## config.mk

```make
export PLATFORM = sky130hd
export DESIGN_NAME = jump_ctrl
export DESIGN_NICKNAME = d
export VERILOG_FILES = /design/src/rtl/jump_ctrl.sv
export SDC_FILE = /design/constraint.sdc
export NUM_CORES = 1
export LEC_CHECK = 0
export CAP_MARGIN = 20
export CORE_MARGIN = 8
export CORE_UTILIZATION = 30
export CTS_BUF_LIST = sky130_fd_sc_hd__clkbuf_8 sky130_fd_sc_hd__clkbuf_16
export DETAILED_ROUTE_END_ITERATION = 12
export GPL_TIMING_DRIVEN = 0
export SETUP_SLACK_MARGIN = 0.4
export SYNTH_ARGS = -nofsm -noshare
export SYNTH_HDL_FRONTEND = slang
export SYNTH_SLANG_ARGS = --single-unit
export TNS_END_PERCENT = 1
```

## constraint.sdc

```tcl
create_clock -name clk -period 3.2 [get_ports clk]
set_input_delay 0.8 -clock clk [delete_from_list [all_inputs] [get_ports clk]]
set_output_delay 0.8 -clock clk [all_outputs]
set_load 0.05 [all_outputs]
```

## src/rtl/jump_ctrl.sv

```systemverilog
// Game controller for a bouncing-ball platformer: start/run/over sequencing,
// landing detection against one platform, score keeping and speed level-up.
module jump_ctrl (
   input  logic       clk,
   input  logic       reset,
   input  logic       tick,
   input  logic       btn_start,
   input  logic [9:0] ball_x,
   input  logic [8:0] ball_y,
   input  logic       ball_dir,
   input  logic [9:0] plat_x,
   input  logic [6:0] plat_w,
   input  logic [8:0] plat_y,
   output logic       bounce_start,
   output logic [3:0] max_speed,
   output logic [9:0] score,
   output logic       land_pulse,
   output logic       game_over,
   output logic [1:0] state
);

   typedef enum logic [1:0] {
      ST_IDLE = 2'b00,
      ST_RUN  = 2'b01,
      ST_OVER = 2'b10,
      ST_BAD  = 2'b11
   } state_t;

   localparam logic [9:0] SCORE_MAX = 10'd999;
   localparam logic [8:0] FLOOR_Y   = 9'd470;
   localparam logic [3:0] SPEED_MIN = 4'd7;
   localparam logic [3:0] SPEED_MAX = 4'd10;

   state_t      state_q, state_d;
   logic [9:0]  score_q, score_d;
   logic [3:0]  speed_q, speed_d;
   logic        landed_q, landed_d;
   logic        land_q, land_d;
   logic        btn_q;
   logic        bounce_q;
   logic        over_q;

   // Geometry is widened to 11 bits so edge sums never wrap.
   logic [10:0] ball_l, ball_r, ball_b;
   logic [10:0] plat_l, plat_r, win_top, win_bot;
   logic        in_x, in_y;
   logic        start_edge;
   logic        falling;
   logic        fall_out;
   logic        landing;
   logic [9:0]  score_inc;

   assign ball_l  = {1'b0, ball_x};
   assign ball_r  = {1'b0, ball_x} + 11'd16;
   assign ball_b  = {2'b00, ball_y};
   assign plat_l  = {1'b0, plat_x};
   assign plat_r  = {1'b0, plat_x} + {4'b0000, plat_w};
   assign win_top = {2'b00, plat_y};
   assign win_bot = {2'b00, plat_y} + 11'd15;

   assign in_x       = (ball_r > plat_l) && (ball_l < plat_r);
   assign in_y       = (ball_b >= win_top) && (ball_b <= win_bot);
   assign start_edge = btn_start && !btn_q;
   assign falling    = tick && !ball_dir;
   assign fall_out   = falling && (ball_y >= FLOOR_Y);
   assign landing    = falling && !landed_q && in_x && in_y;
   assign score_inc  = score_q + 10'd1;

   always_comb begin
      state_d  = state_q;
      score_d  = score_q;
      speed_d  = speed_q;
      landed_d = landed_q;
      land_d   = 1'b0;
      case (state_q)
         ST_IDLE: begin
            if (start_edge) begin
               state_d  = ST_RUN;
               score_d  = 10'd0;
               speed_d  = SPEED_MIN;
               landed_d = 1'b0;
            end
         end
         ST_RUN: begin
            if (tick) begin
               // Falling off the bottom beats a simultaneous landing.
               if (fall_out) begin
                  state_d = ST_OVER;
               end else if (landing) begin
                  landed_d = 1'b1;
                  land_d   = 1'b1;
                  if (score_q != SCORE_MAX) begin
                     score_d = score_inc;
                     if ((score_inc[2:0] == 3'b000) && (speed_q < SPEED_MAX))
                        speed_d = speed_q + 4'd1;
                  end
               end else if (ball_dir) begin
                  landed_d = 1'b0;
               end
            end
         end
         ST_OVER: begin
            if (start_edge)
               state_d = ST_IDLE;
         end
         default: begin
            state_d = ST_IDLE;
         end
      endcase
   end

   always_ff @(posedge clk or negedge reset) begin
      if (!reset) begin
         state_q  <= ST_IDLE;
         score_q  <= 10'd0;
         speed_q  <= SPEED_MIN;
         landed_q <= 1'b0;
         land_q   <= 1'b0;
         btn_q    <= 1'b1;
         bounce_q <= 1'b0;
         over_q   <= 1'b0;
      end else begin
         state_q  <= state_d;
         score_q  <= score_d;
         speed_q  <= speed_d;
         landed_q <= landed_d;
         land_q   <= land_d;
         btn_q    <= btn_start;
         bounce_q <= (state_d == ST_RUN);
         over_q   <= (state_d == ST_OVER);
      end
   end

   assign state        = state_q;
   assign score        = score_q;
   assign max_speed    = speed_q;
   assign land_pulse   = land_q;
   assign bounce_start = bounce_q;
   assign game_over    = over_q;

endmodule
```

==> impl_metrics.yaml <==
worst_setup_path:
  critPathMaxFanout: 5
  end_kind: "register"
  path_cells: "buf_6 -> ha_4 -> fa_2 -> a211o_1 -> o211ai_4 -> a211oi_2 -> xnor2_1 -> ha_1 -> a2111oi_4 -> o211a_1 -> o32ai_4 -> or4_4 -> buf_6 -> or3_1 -> nand3_2"
  crit_path_start: "plat_x[0]"
  slowest_stage: "or4_4"
  crit_top_cell: "buf_6"
  max_stage_delay_ps: 450
  critPathKind: "in2reg"
  cp-start-kind: "input port"
  cp_data_arrival_time_ps: 4110
  crit_required_ps: 3410
  r2r-start: "state[0]$_DFF_PN0_"
global_routing:
  grt_usage: 0.1298
  grt_pass1_vias: 2733
  grt_overflow: 0
  grt_max_degree: 22
  grt_pass1_wl_mm: 12.80
  antenna_found_initial: 0
yosys:
  yosysWarningCount: 0
  ys_seq_area_frac: 0.2041
  synth_nets: 414
  synthesis.area_um2: 2599
  synthDistinctLibCells: 51
  syn_area_per_cell_um2: 8.276
  syn_inst: 314
  synth_ff_type: "dfrtp_1"
  ys_ff_latch: 21
  synth-edff-count: 0
  yosysTopAreaCellShare: 0.2359
  synth_top_area_cell: "ha_1"
  synth_area_leaders: "ha_1, dfrtp_1, nand3_1"
  async_flop_share: 1.000
timing:
  maxSlewHeadroom: 0.6228
  setup_slack_ps: -705.0
  finalHoldViolCount: 0
  fin_crit_ps: 3905
  finClkSkew_ps: 3.011
  max_clock_freq_ghz: 0.2561
  period_share: 1.220
  rsz0062_at_grt: "true"
  slew_violations: 0
  setup_viol: 16
  tightest_slew_ps: 565.8
placed_design:
  post-dp-hpwl_mm: 5.964
  io_buffers: 68
  preCtsSetupSlack_ps: -1537
  gp_congestion: 0.8479
detailed_routing:
  vias: 2646
  avgViaCountPerCell: 5.198
  drt_iter0_markers: 76
  first_pass_iters: 4
  antenna_left: 0
  wl_mm: 7.582
  wl_per_cell_um: 14.90
  drc: 0
floorplanning:
  die_x_um: 109.1
  std_cell_rows: 34
  ios: 69
  core-area_um2: 8551
  floorplan.initialDensity: 0.3039
  die_area_um2: 11900
  dieHeight_um: 109.1
job:
  maxCapViolations: 0
clocking:
  clk_path_buf_depth: 2
  cts_buffers: 3
  clkTransAtPathRegs_ps: 80
  cts.sinks: 21
  cts_tree: "yes"
  h-tree-depth: 1
  root_buffer: "clkbuf_8"
  insertion_delay_ps: 270
final_layout:
  final_common_cell: "clkdlybuf4s50_1"
  nNetsFinal: 502
  final_cell_mix: "clkdlybuf4s50_1, ha_1, nand3_1"
  antennaDiodeCount: 0
  area_delta_synth_final_pct: 46.22
  drive_gt1_frac: 0.1671
status:
  status: "finished with violations"
  failed_checks: "negative setup slack"
power:
  total_leakage_power_nw: 1.676
  ir_worst_vdd_v: 0.0001500
  power.total_mw: 1.352
  powerDensity_nw_per_um2: 355.7
min_path:
  hold_class: "reg2reg"
  min_from: "score[9]$_DFFE_PN0P_"
-- flip-flops by register name (all words and copies together) (netlist names) --
name          flops
score            10
bounce_start      1
max_speed         4
game_over         1
landed_q          1
btn_q             1
state             2
land_pulse        1
-- Yosys cell counts, types with 2 or more instances --
master    instances
o22ai_1           2
nor4_1            4
dfstp_2           4
or3_1             8
nor2b_1           2
a21o_1            7
and3_1            4
nand3_1          36
xor2_1            3
inv_1            26
nor2_1           13
o32ai_1           2
o21ai_0          10
or2_2             6
a21oi_1          16
a211o_1           5
o211ai_2          2
nor3_1            6
a31o_2            2
or4_1             3
o211ai_1          2
nand2_1          17
a211oi_1          4
dfrtp_1          17
clkbuf_1          4
ha_1             49
mux2i_1           2
nand2b_1         12
a31oi_1           4
xnor2_1          15
nand4_1           7
-- worst max-delay path, delay by kind of cell --
family | cells | cell delay, ps
simple gates | 3 | 850
buf+inv | 2 | 240
xor+xnor | 1 | 140
compound gates | 6 | 1280
fa+ha+maj | 3 | 810
-- report_power, final --
group / total (mW) / leakage, nW / switching, mW / internal, mW
combinational: 0.813 / 1.38 / 0.467 / 0.346
sequential: 0.358 / 0.268 / 0.0424 / 0.315
clock: 0.181 / 0.0255 / 0.0939 / 0.0870
-- final timing paths --
path	endpoint	slack, ps	cells after the start
max reg2reg	score[2]$_DFFE_PN0P_	860	6
max in group asynchronous	max_speed[1]$_DFFE_PN1P_	1750	2
min	score[9]$_DFFE_PN0P_	540	1
max	score[5]$_DFFE_PN0P_	-700	15
min reg2reg	score[9]$_DFFE_PN0P_	540	1
min in group asynchronous	max_speed[3]$_DFFE_PN0P_	890	1
-- routing by layer --
metal,vias up,wire [um],global-route usage
met3,17,316,0.02009
li1,1335,-,-
met1,1237,3386,0.1597
met2,57,3777,0.2288
met5,-,0,0
met4,0,102,0.03421
-- cell type report --
type                    instances  area [um^2]
multi-input cells             261         2162
repair buffers                 83        788.3
flip-flops and latches         21        530.5
plain buffers                   6        40.04
clock inverters                 1        5.005
inverters                      26        97.59
clock buffers                   3        41.29
fillers                       874         4751
well taps                     108        135.1
-- through the flow --
step,hold WS (ps),cells,util,TNS (ps),area (um^2)
finish,538.9,509,0.4444,-8832,3800
global route,570.0,509,0.4444,-11430,3800
CTS,520.4,502,0.4317,-9566,3691
detailed placement,497.0,490,0.4050,-21930,3463
global placement,493.6,490,0.4050,-21480,3463
floorplan,471.7,314,-,-7964,2648
-- cell families (layout without fill, tap and decap cells) --
group	Yosys count	after routing	synth area share
adders and majority gates	50	50	0.2436
DFF	21	21	0.2041
AOI/OAI and AO/OA	69	69	0.1863
xor gates and xnor gates	18	18	0.06067
muxes	2	2	0.007704
buffers and inverters	32	119	0.04670
and+or+nand+nor	122	122	0.2508
-- timing repair --
action	in CTS	in global routing
endpoints found under the hold margin	0	0
buffers inserted	7	6
pin swaps	23	11
resized for setup	43	11
hold buffers	0	0
setup endpoints to repair	16	16
gates cloned	1	0
(Power assumes the default switching activity.)
